==> config.mk <==
export PLATFORM = sky130hd
export DESIGN_NAME = result_pack
export DESIGN_NICKNAME = d
export VERILOG_FILES = /design/src/rtl/result_pack_pkg.sv /design/src/rtl/result_fifo.sv /design/src/rtl/result_pack.sv
export SDC_FILE = /design/constraint.sdc
export NUM_CORES = 2
export LEC_CHECK = 0
export ABC_CLOCK_PERIOD_IN_PS = 15500
export CELL_PAD_IN_SITES_DETAIL_PLACEMENT = 1
export CELL_PAD_IN_SITES_GLOBAL_PLACEMENT = 2
export CORE_MARGIN = 2
export CORE_UTILIZATION = 44
export DETAILED_ROUTE_END_ITERATION = 12
export PLACE_DENSITY = 0.78
export SYNTH_ARGS = -nofsm -noshare
export SYNTH_HDL_FRONTEND = slang
export SYNTH_HIERARCHICAL = 1
export SYNTH_SLANG_ARGS = --single-unit
==> constraint.sdc <==
create_clock -name clk -period 15.5 [get_ports clk]
set_input_delay 3.1 -clock clk [delete_from_list [all_inputs] [get_ports clk]]
set_output_delay 3.1 -clock clk [all_outputs]
set_load 0.005 [all_outputs]
==> src/rtl/result_pack_pkg.sv <==
// Shared constants and types for the result packer: config address map,
// serializer state encoding and a small frame-length helper.
package result_pack_pkg;

  localparam int CFG_RESULT = 4;

  typedef enum logic {
    IDLE = 1'b0,
    SEND = 1'b1
  } state_t;

  // A programmed frame length of zero behaves as one result per frame.
  function automatic logic [15:0] eff_frame(input logic [15:0] nb);
    return (nb == 16'd0) ? 16'd1 : nb;
  endfunction

endpackage

==> src/rtl/result_fifo.sv <==
// Synchronous FIFO, parameterized width and depth, async active-high reset.
// A push while full is dropped even if a pop happens in the same cycle.
module result_fifo #(
  parameter int W  = 64,
  parameter int AW = 2
) (
  input  logic          clk,
  input  logic          rst,
  input  logic          push,
  input  logic          pop,
  input  logic [W-1:0]  wdata,
  output logic [W-1:0]  rdata,
  output logic          full,
  output logic          empty,
  output logic [AW:0]   count
);

  localparam int DEPTH = 2 ** AW;

  logic [W-1:0]  mem [DEPTH];
  logic [AW-1:0] wr_ptr, rd_ptr;
  logic          wr, rd;

  assign full  = (count == (AW+1)'(DEPTH));
  assign empty = (count == '0);
  assign wr    = push & ~full;
  assign rd    = pop & ~empty;
  assign rdata = mem[rd_ptr];

  // Storage carries no reset; only pointers and count are cleared.
  always_ff @(posedge clk) begin
    if (wr) mem[wr_ptr] <= wdata;
  end

  always_ff @(posedge clk or posedge rst) begin
    if (rst) begin
      wr_ptr <= '0;
      rd_ptr <= '0;
      count  <= '0;
    end else begin
      if (wr) wr_ptr <= wr_ptr + 1'b1;
      if (rd) rd_ptr <= rd_ptr + 1'b1;
      case ({wr, rd})
        2'b10:   count <= count + 1'b1;
        2'b01:   count <= count - 1'b1;
        default: count <= count;
      endcase
    end
  end

endmodule

==> src/rtl/result_pack.sv <==
// Buffers full-width layer results and serializes them LSB-word first onto a
// valid/ready stream, flagging the last word of each configured frame.
module result_pack
  import result_pack_pkg::*;
#(
  parameter int CFG_DWIDTH = 32,
  parameter int CFG_AWIDTH = 5,
  parameter int DEPTH_NB   = 16,
  parameter int IMG_WIDTH  = 16,
  parameter int STR_WIDTH  = 64,
  parameter int FIFO_AW    = 2
) (
  input  logic                          clk,
  input  logic                          rst,
  input  logic [CFG_DWIDTH-1:0]         cfg_data,
  input  logic [CFG_AWIDTH-1:0]         cfg_addr,
  input  logic                          cfg_valid,
  input  logic [DEPTH_NB*IMG_WIDTH-1:0] result_bus,
  input  logic                          result_val,
  output logic                          result_rdy,
  output logic [STR_WIDTH-1:0]          str_data,
  output logic                          str_last,
  output logic                          str_val,
  input  logic                          str_rdy
);

  localparam int RW    = DEPTH_NB * IMG_WIDTH;
  localparam int WORDS = RW / STR_WIDTH;
  localparam int WCW   = (WORDS > 1) ? $clog2(WORDS) : 1;
  localparam logic [WCW-1:0] LAST_W = WCW'(WORDS - 1);

  state_t               state, state_n;
  logic [RW-1:0]        sreg, sreg_n;
  logic [STR_WIDTH-1:0] data_n;
  logic                 val_n, last_n;
  logic [WCW-1:0]       wcnt, wcnt_n;
  logic [15:0]          res_cnt, res_n, frame_nb, fn_eff;
  logic                 cfg_wr, frame_end, pop;
  logic                 fifo_full, fifo_empty;
  logic [FIFO_AW:0]     fifo_count;
  logic [RW-1:0]        head;

  result_fifo #(.W(RW), .AW(FIFO_AW)) u_fifo (
    .clk   (clk),
    .rst   (rst),
    .push  (result_val),
    .pop   (pop),
    .wdata (result_bus),
    .rdata (head),
    .full  (fifo_full),
    .empty (fifo_empty),
    .count (fifo_count)
  );

  always_comb begin
    assert (rst || (fifo_empty == (fifo_count == '0)));
  end

  assign result_rdy = ~rst & ~fifo_full;
  assign cfg_wr     = cfg_valid && (cfg_addr == CFG_AWIDTH'(CFG_RESULT));
  assign fn_eff     = eff_frame(frame_nb);
  assign frame_end  = (res_cnt == fn_eff - 16'd1);

  always_comb begin
    state_n = state;
    sreg_n  = sreg;
    data_n  = str_data;
    val_n   = str_val;
    last_n  = str_last;
    wcnt_n  = wcnt;
    res_n   = res_cnt;
    pop     = 1'b0;
    case (state)
      IDLE: begin
        if (!fifo_empty) begin
          pop     = 1'b1;
          sreg_n  = head >> STR_WIDTH;
          data_n  = head[STR_WIDTH-1:0];
          wcnt_n  = '0;
          val_n   = 1'b1;
          last_n  = (WORDS == 1) && frame_end;
          state_n = SEND;
        end
      end
      SEND: begin
        if (str_val && str_rdy) begin
          if (wcnt != LAST_W) begin
            wcnt_n = WCW'(wcnt + 1'b1);
            data_n = sreg[STR_WIDTH-1:0];
            sreg_n = sreg >> STR_WIDTH;
            last_n = (wcnt_n == LAST_W) && frame_end;
          end else begin
            // Last word of a result accepted: advance the frame position,
            // then chain straight into the next entry if one is waiting.
            res_n = frame_end ? 16'd0 : res_cnt + 16'd1;
            if (!fifo_empty) begin
              pop    = 1'b1;
              sreg_n = head >> STR_WIDTH;
              data_n = head[STR_WIDTH-1:0];
              wcnt_n = '0;
              last_n = (WORDS == 1) && (res_n == fn_eff - 16'd1);
            end else begin
              val_n   = 1'b0;
              last_n  = 1'b0;
              state_n = IDLE;
            end
          end
        end
      end
      default: state_n = IDLE;
    endcase
  end

  always_ff @(posedge clk or posedge rst) begin
    if (rst) begin
      state    <= IDLE;
      sreg     <= '0;
      str_data <= '0;
      str_val  <= 1'b0;
      str_last <= 1'b0;
      wcnt     <= '0;
      res_cnt  <= '0;
      frame_nb <= 16'd1;
    end else begin
      state    <= state_n;
      sreg     <= sreg_n;
      str_data <= data_n;
      str_val  <= val_n;
      str_last <= last_n;
      wcnt     <= wcnt_n;
      if (cfg_wr) begin
        frame_nb <= cfg_data[15:0];
        res_cnt  <= '0;
      end else begin
        res_cnt  <= res_n;
      end
    end
  end

endmodule

* Word level (Yosys, flattened, before mapping) *
Memory sizes are Yosys's and may differ from the RTL's.
Index checks and enable logic that the tools add are counted.

word-level totals
  register bits after elaboration = 364
  bits in latches = 0
  RAM bits = 1024
  ROM bits = 0
  bits of input ports = 298
  output and inout bits = 67
  logic and storage cells = 86
  memories = 1

operators by class
  add/sub/neg operators = 7
  multipliers = 0
  div/mod/pow operators = 0
  magnitude comparators = 0
  equal/unequal tests = 12
  shift operators = 0
  multiplexer cells = 37
  bitwise logic cells = 7
  reduce and logical (&&, ||, !) cells = 11

memories
  memory      depth  bits a word  rd ports  clocked after memory_dff  wr ports  line               text
  u_fifo.mem  4      256          1         0                         1         result_fifo.sv:20  logic [W-1:0] mem [DEPTH];

operators by type and width
  operator                                             number
  2-to-1 mux 256 bit                                   3
  one-hot mux 256 bit (2 select lines)                 1
  2-to-1 mux 64 bit                                    3
  one-hot mux 64 bit (2 select lines)                  1
  2-to-1 mux 16 bit                                    6
  adder 16 x 1 -> 16 bit, second input constant        1
  equality test 16 bit                                 1
  zero test 16 bit                                     1
  subtractor 16 x 1 -> 16 bit, second input constant   1
  2-to-1 mux 1 bit                                     14
  != test 2 bit, second input constant                 4
  one-hot mux 1 bit (2 select lines)                   4
  adder 2 x 1 -> 2 bit, second input constant          3
  2-to-1 mux 2 bit                                     3
  one-hot mux 3 bit (2 select lines)                   1
  nonzero test 2 bit                                   3
  equality test 5 x 3 -> 1 bit, second input constant  1
  equality test 2 bit, second input constant           2
  != test 2 x 1 -> 1 bit, second input constant        2
  NOT 1 bit                                            4
  one-hot mux 2 bit (2 select lines)                   1
  AND reduction 4 bit                                  1
  adder 3 x 1 -> 3 bit, second input constant          1
  bitwise AND 1 bit                                    3
  7 further kinds                                      9

* Depth between registers and ports, before layout *
  depth in word-level cells = 9
  gate-level depth with buffers = 12
  gate-level depth less buffers = 10

* Cells and area by module *
Netlist, hierarchy kept.

by module, submodules not included
  module       instances  cells an instance  area an instance (µm²)  sequential area each (µm²)
  result_fifo  1          1376               37807.5                 30924.7
  result_pack  1          1794               15818.9                 8934.8

* Worst setup path after synthesis *
OpenSTA, ideal clock, no wires.

  path kind = input to register
  from = in result_val
  to = mem u_fifo/mem[0][0] (netlist bit), enable pin
  library setup time = 0.649 ns
  data arrival time = 9.276 ns
  required time = 14.851 ns
  setup slack = 5.575 ns
  stages on the path = 2
  buffers on the path = 0
  cell sequence = nor2b_1 > and2_1

on the way
  longest elaborated chain between the ends = 3

RTL lines
  element                                 line               text
  start, declared                         result_pack.sv:19  input logic result_val,
  bitwise AND 1 bit                       result_fifo.sv:26  assign wr = push & ~full;
  2-to-1 mux 1 bit                        result_fifo.sv:32  if (wr) mem[wr_ptr] <= wdata;
  2-to-1 mux 1 bit (implied by the code)  result_fifo.sv:32
  end, declared                           result_fifo.sv:20

No other way between the ends.

* Worst setup path after layout *
  from = in rst
  to = out result_rdy

on the way
  longest elaborated chain between the ends = 2

RTL lines
  element            line               text
  start, declared    result_pack.sv:14  input logic rst,
  NOT 1 bit          result_pack.sv:59  assign result_rdy = ~rst & ~fifo_full;
  bitwise AND 1 bit  result_pack.sv:59
  end, declared      result_pack.sv:20  output logic result_rdy,

No other way between the ends.

==> results.cfg <==
[status]
outcome = finished clean

[setup_path]
path_buf_inv = 2
cp-end-kind = output pin
cpPeakStageDelay_ns = 0.53
crit_arrival_ns = 4.29
path_class = in -> out
cp_slowest_cell = clkdlybuf4s50_1
crit_top_cell = clkdlybuf4s50_1
cp_max_fo = 3
worstPathRequired_ns = 12.40
path_cells = clkdlybuf4s50_1 > nor2_1 > clkdlybuf4s50_1
worst_setup_path_start_kind = input port
critical_path.top_delay_family = buffers and inverters

[logic_synthesis]
postSynthCellCount = 3170
synth_top_cells_by_area = edfxtp_1, dfrtp_1, mux4_2
syn_avg_cell_area_sq_um = 16.9
yosys_register_bits = 1388
synth_ff_type = edfxtp_1
synth_top_area_cell = edfxtp_1
yosysSeqAreaShare_pct = 74.3
synth_edf_count = 1024
synth_cell_types = 61
synthesis.nets = 3478
async_flop_share_pct = 26.2
ys_warn_count = 6
yosys.area.top_type_share_pct = 57.3
syn_area_sq_um = 53600

[timing]
setup_tns_ns = 0
fmax_mhz = 135
rsz0062_at_grt = no
drv_slew = 0
timing.final.hold_violations = 0
layout_min_cycle_time_ns = 7.39
worstMarginPinSlew_ns = 1.19
setup_viol = 0
finalClockSkew_ns = 0.0284
period_share_pct = 47.7
relSlewSlack_pct = 20.5

[pwr]
vdd_drop_max_mv = 0.123
p_leak_nw = 22.3
finalPower_mw = 11.8
p_per_area_nw_per_um2 = 187

[cts]
cts_root_buf = clkbuf_16
cts_hold_buf = 0
clkLatencyLatePin_ns = 0.78
cts_tree = done
cts.clk_slew.worst_paths_ns = 0.05
cts.path.max_buffers = 3
cts_resized = 0
cts_sinks = 1388
post-cts-setup-buffers = 0
htreeDepth = 4
cts_buffers = 148

[cells_and_area]
multi_input_area_sq_um = 12800
final_cell_mix = edfxtp_1, nand2_1, dfrtp_1, clkdlybuf4s50_1, nor2_1
ff_latch_area_sq_um = 39900
fill_cells = 11400
drive_above_1_share_pct = 12.1
design_area_sq_um = 63500
areaGrowthSynthToFinish_pct = 18.3
mostFrequentLayoutCell = edfxtp_1
nets = 3825

[min_path]
hp-class = reg -> reg

[global_routing]
grt_usage_pct = 20.4
grt-ovfl-total = 0
grt_start_max_net_pins = 203
antenna_found_initial = 37
grt_pass1_vias = 31000
grt_first_pass_wirelength_um = 193000

[route]
viasPerCell = 5.43
first_iter_violations = 2001
ant_nets = 0
wire_per_inst_um = 23.7
wl_met3_um = 6780
dr_wl_met2_um = 60400
met1_length_um = 55000
vias = 28700
highest_layer = met5
wl_um = 125000
remaining_drc_errors = 0
drtPass1Iterations = 7

[floorplanning]
die_w_um = 353
coreArea_sq_um = 121000
std_cell_rows = 128
start_util_pct = 44.2
io_pins = 365
die-height_um = 353
dieArea_sq_um = 125000

[place]
gp_congestion = 0.752
hpwl_um = 71200
place.port_buffers = 348
dpl_cell_area_sq_um = 58600

[job]
maxCapViolCount = 0
==> area by class of cell <==
class | count | share of cell area (%)
flip-flops and latches | 1388 | 62.8
multi-input cells | 1573 | 20.1
clock buffers | 224 | 6.53
repair buffers | 389 | 6.09
well taps | 1625 | 3.20
clock inverters | 53 | 1.11
inverters | 17 | 0.112
diodes | 10 | 0.0394
==> logic make-up after synthesis <==
family / share of synthesized area, %
XOR/XNOR: 0.539
AND/OR/NAND/NOR: 7.33
multiplexers: 11.9
adder cells (fa/ha/maj): 0.266
AO/OA/AOI/OAI: 3.67
flip-flops: 74.3
buffers and inverters: 1.95
==> Yosys cell counts, drive strengths merged (9+ instances only) <==
| library cell | instances |
|---|---|
| dfrtp | 363 |
| buf | 58 |
| nor2b | 69 |
| a21oi | 23 |
| mux4 | 256 |
| clkbuf | 134 |
| ha | 9 |
| nor3 | 11 |
| mux2 | 17 |
| nand2 | 542 |
| edfxtp | 1024 |
| a31oi | 258 |
| nand3 | 11 |
| inv | 17 |
| nor2 | 269 |
| xnor2 | 26 |
==> layer usage <==
layer	GRT usage, %	vias up
met5	0	-
met4	6.01	48
met3	5.03	213
met2	33.1	586
met1	27.4	15000
li1	-	12900
==> stage by stage <==
step | hold slack [ns] | util, % | setup WS, ns | cells
6_report | 0.495 | 52.3 | 8.11 | 5279
2_1_floorplan | 0.464 | - | 2.50 | 3170
4_1_cts | 0.505 | 52.3 | 8.09 | 5269
3_3_place_gp | 0.481 | 48.3 | 8.11 | 4992
5_1_grt | 0.509 | 52.3 | 8.03 | 5275
3_5_place_dp | 0.486 | 48.3 | 8.10 | 4992
==> registers in the layout (all words and copies together), names as in the netlist <==
signal and count:
state 1, u_fifo/count 3, frame_nb 16, u_fifo/mem 1024
res_cnt 16, sreg 256, str_last 1, u_fifo/rd_ptr 2
u_fifo/wr_ptr 2, wcnt 2, str_val 1, str_data 64
==> final timing paths <==
path / from / end / slack (ns) / cells past startpoint
worst min register to register: sreg[248] / sreg[248] / 0.50 / 1
worst max register to register: wcnt[1] / sreg[35] / 10.96 / 8
max in group asynchronous: rst / str_data[25] / 10.93 / 3
min in group asynchronous: rst / u_fifo/wr_ptr[1] / 2.79 / 2
worst min-delay path: sreg[248] / sreg[248] / 0.50 / 1
worst max-delay path: rst / result_rdy / 8.11 / 3
==> report_power, final <==
part           internal (mW)  switching, mW  leakage (nW)  total (mW)
combinational           1.28           1.66          6.16        2.94
clock                   2.05           1.45          2.35        3.50
sequential              4.98          0.411          13.8        5.39
total                   8.31           3.53          22.3        11.8
Power figures use the tool's default switching activity.
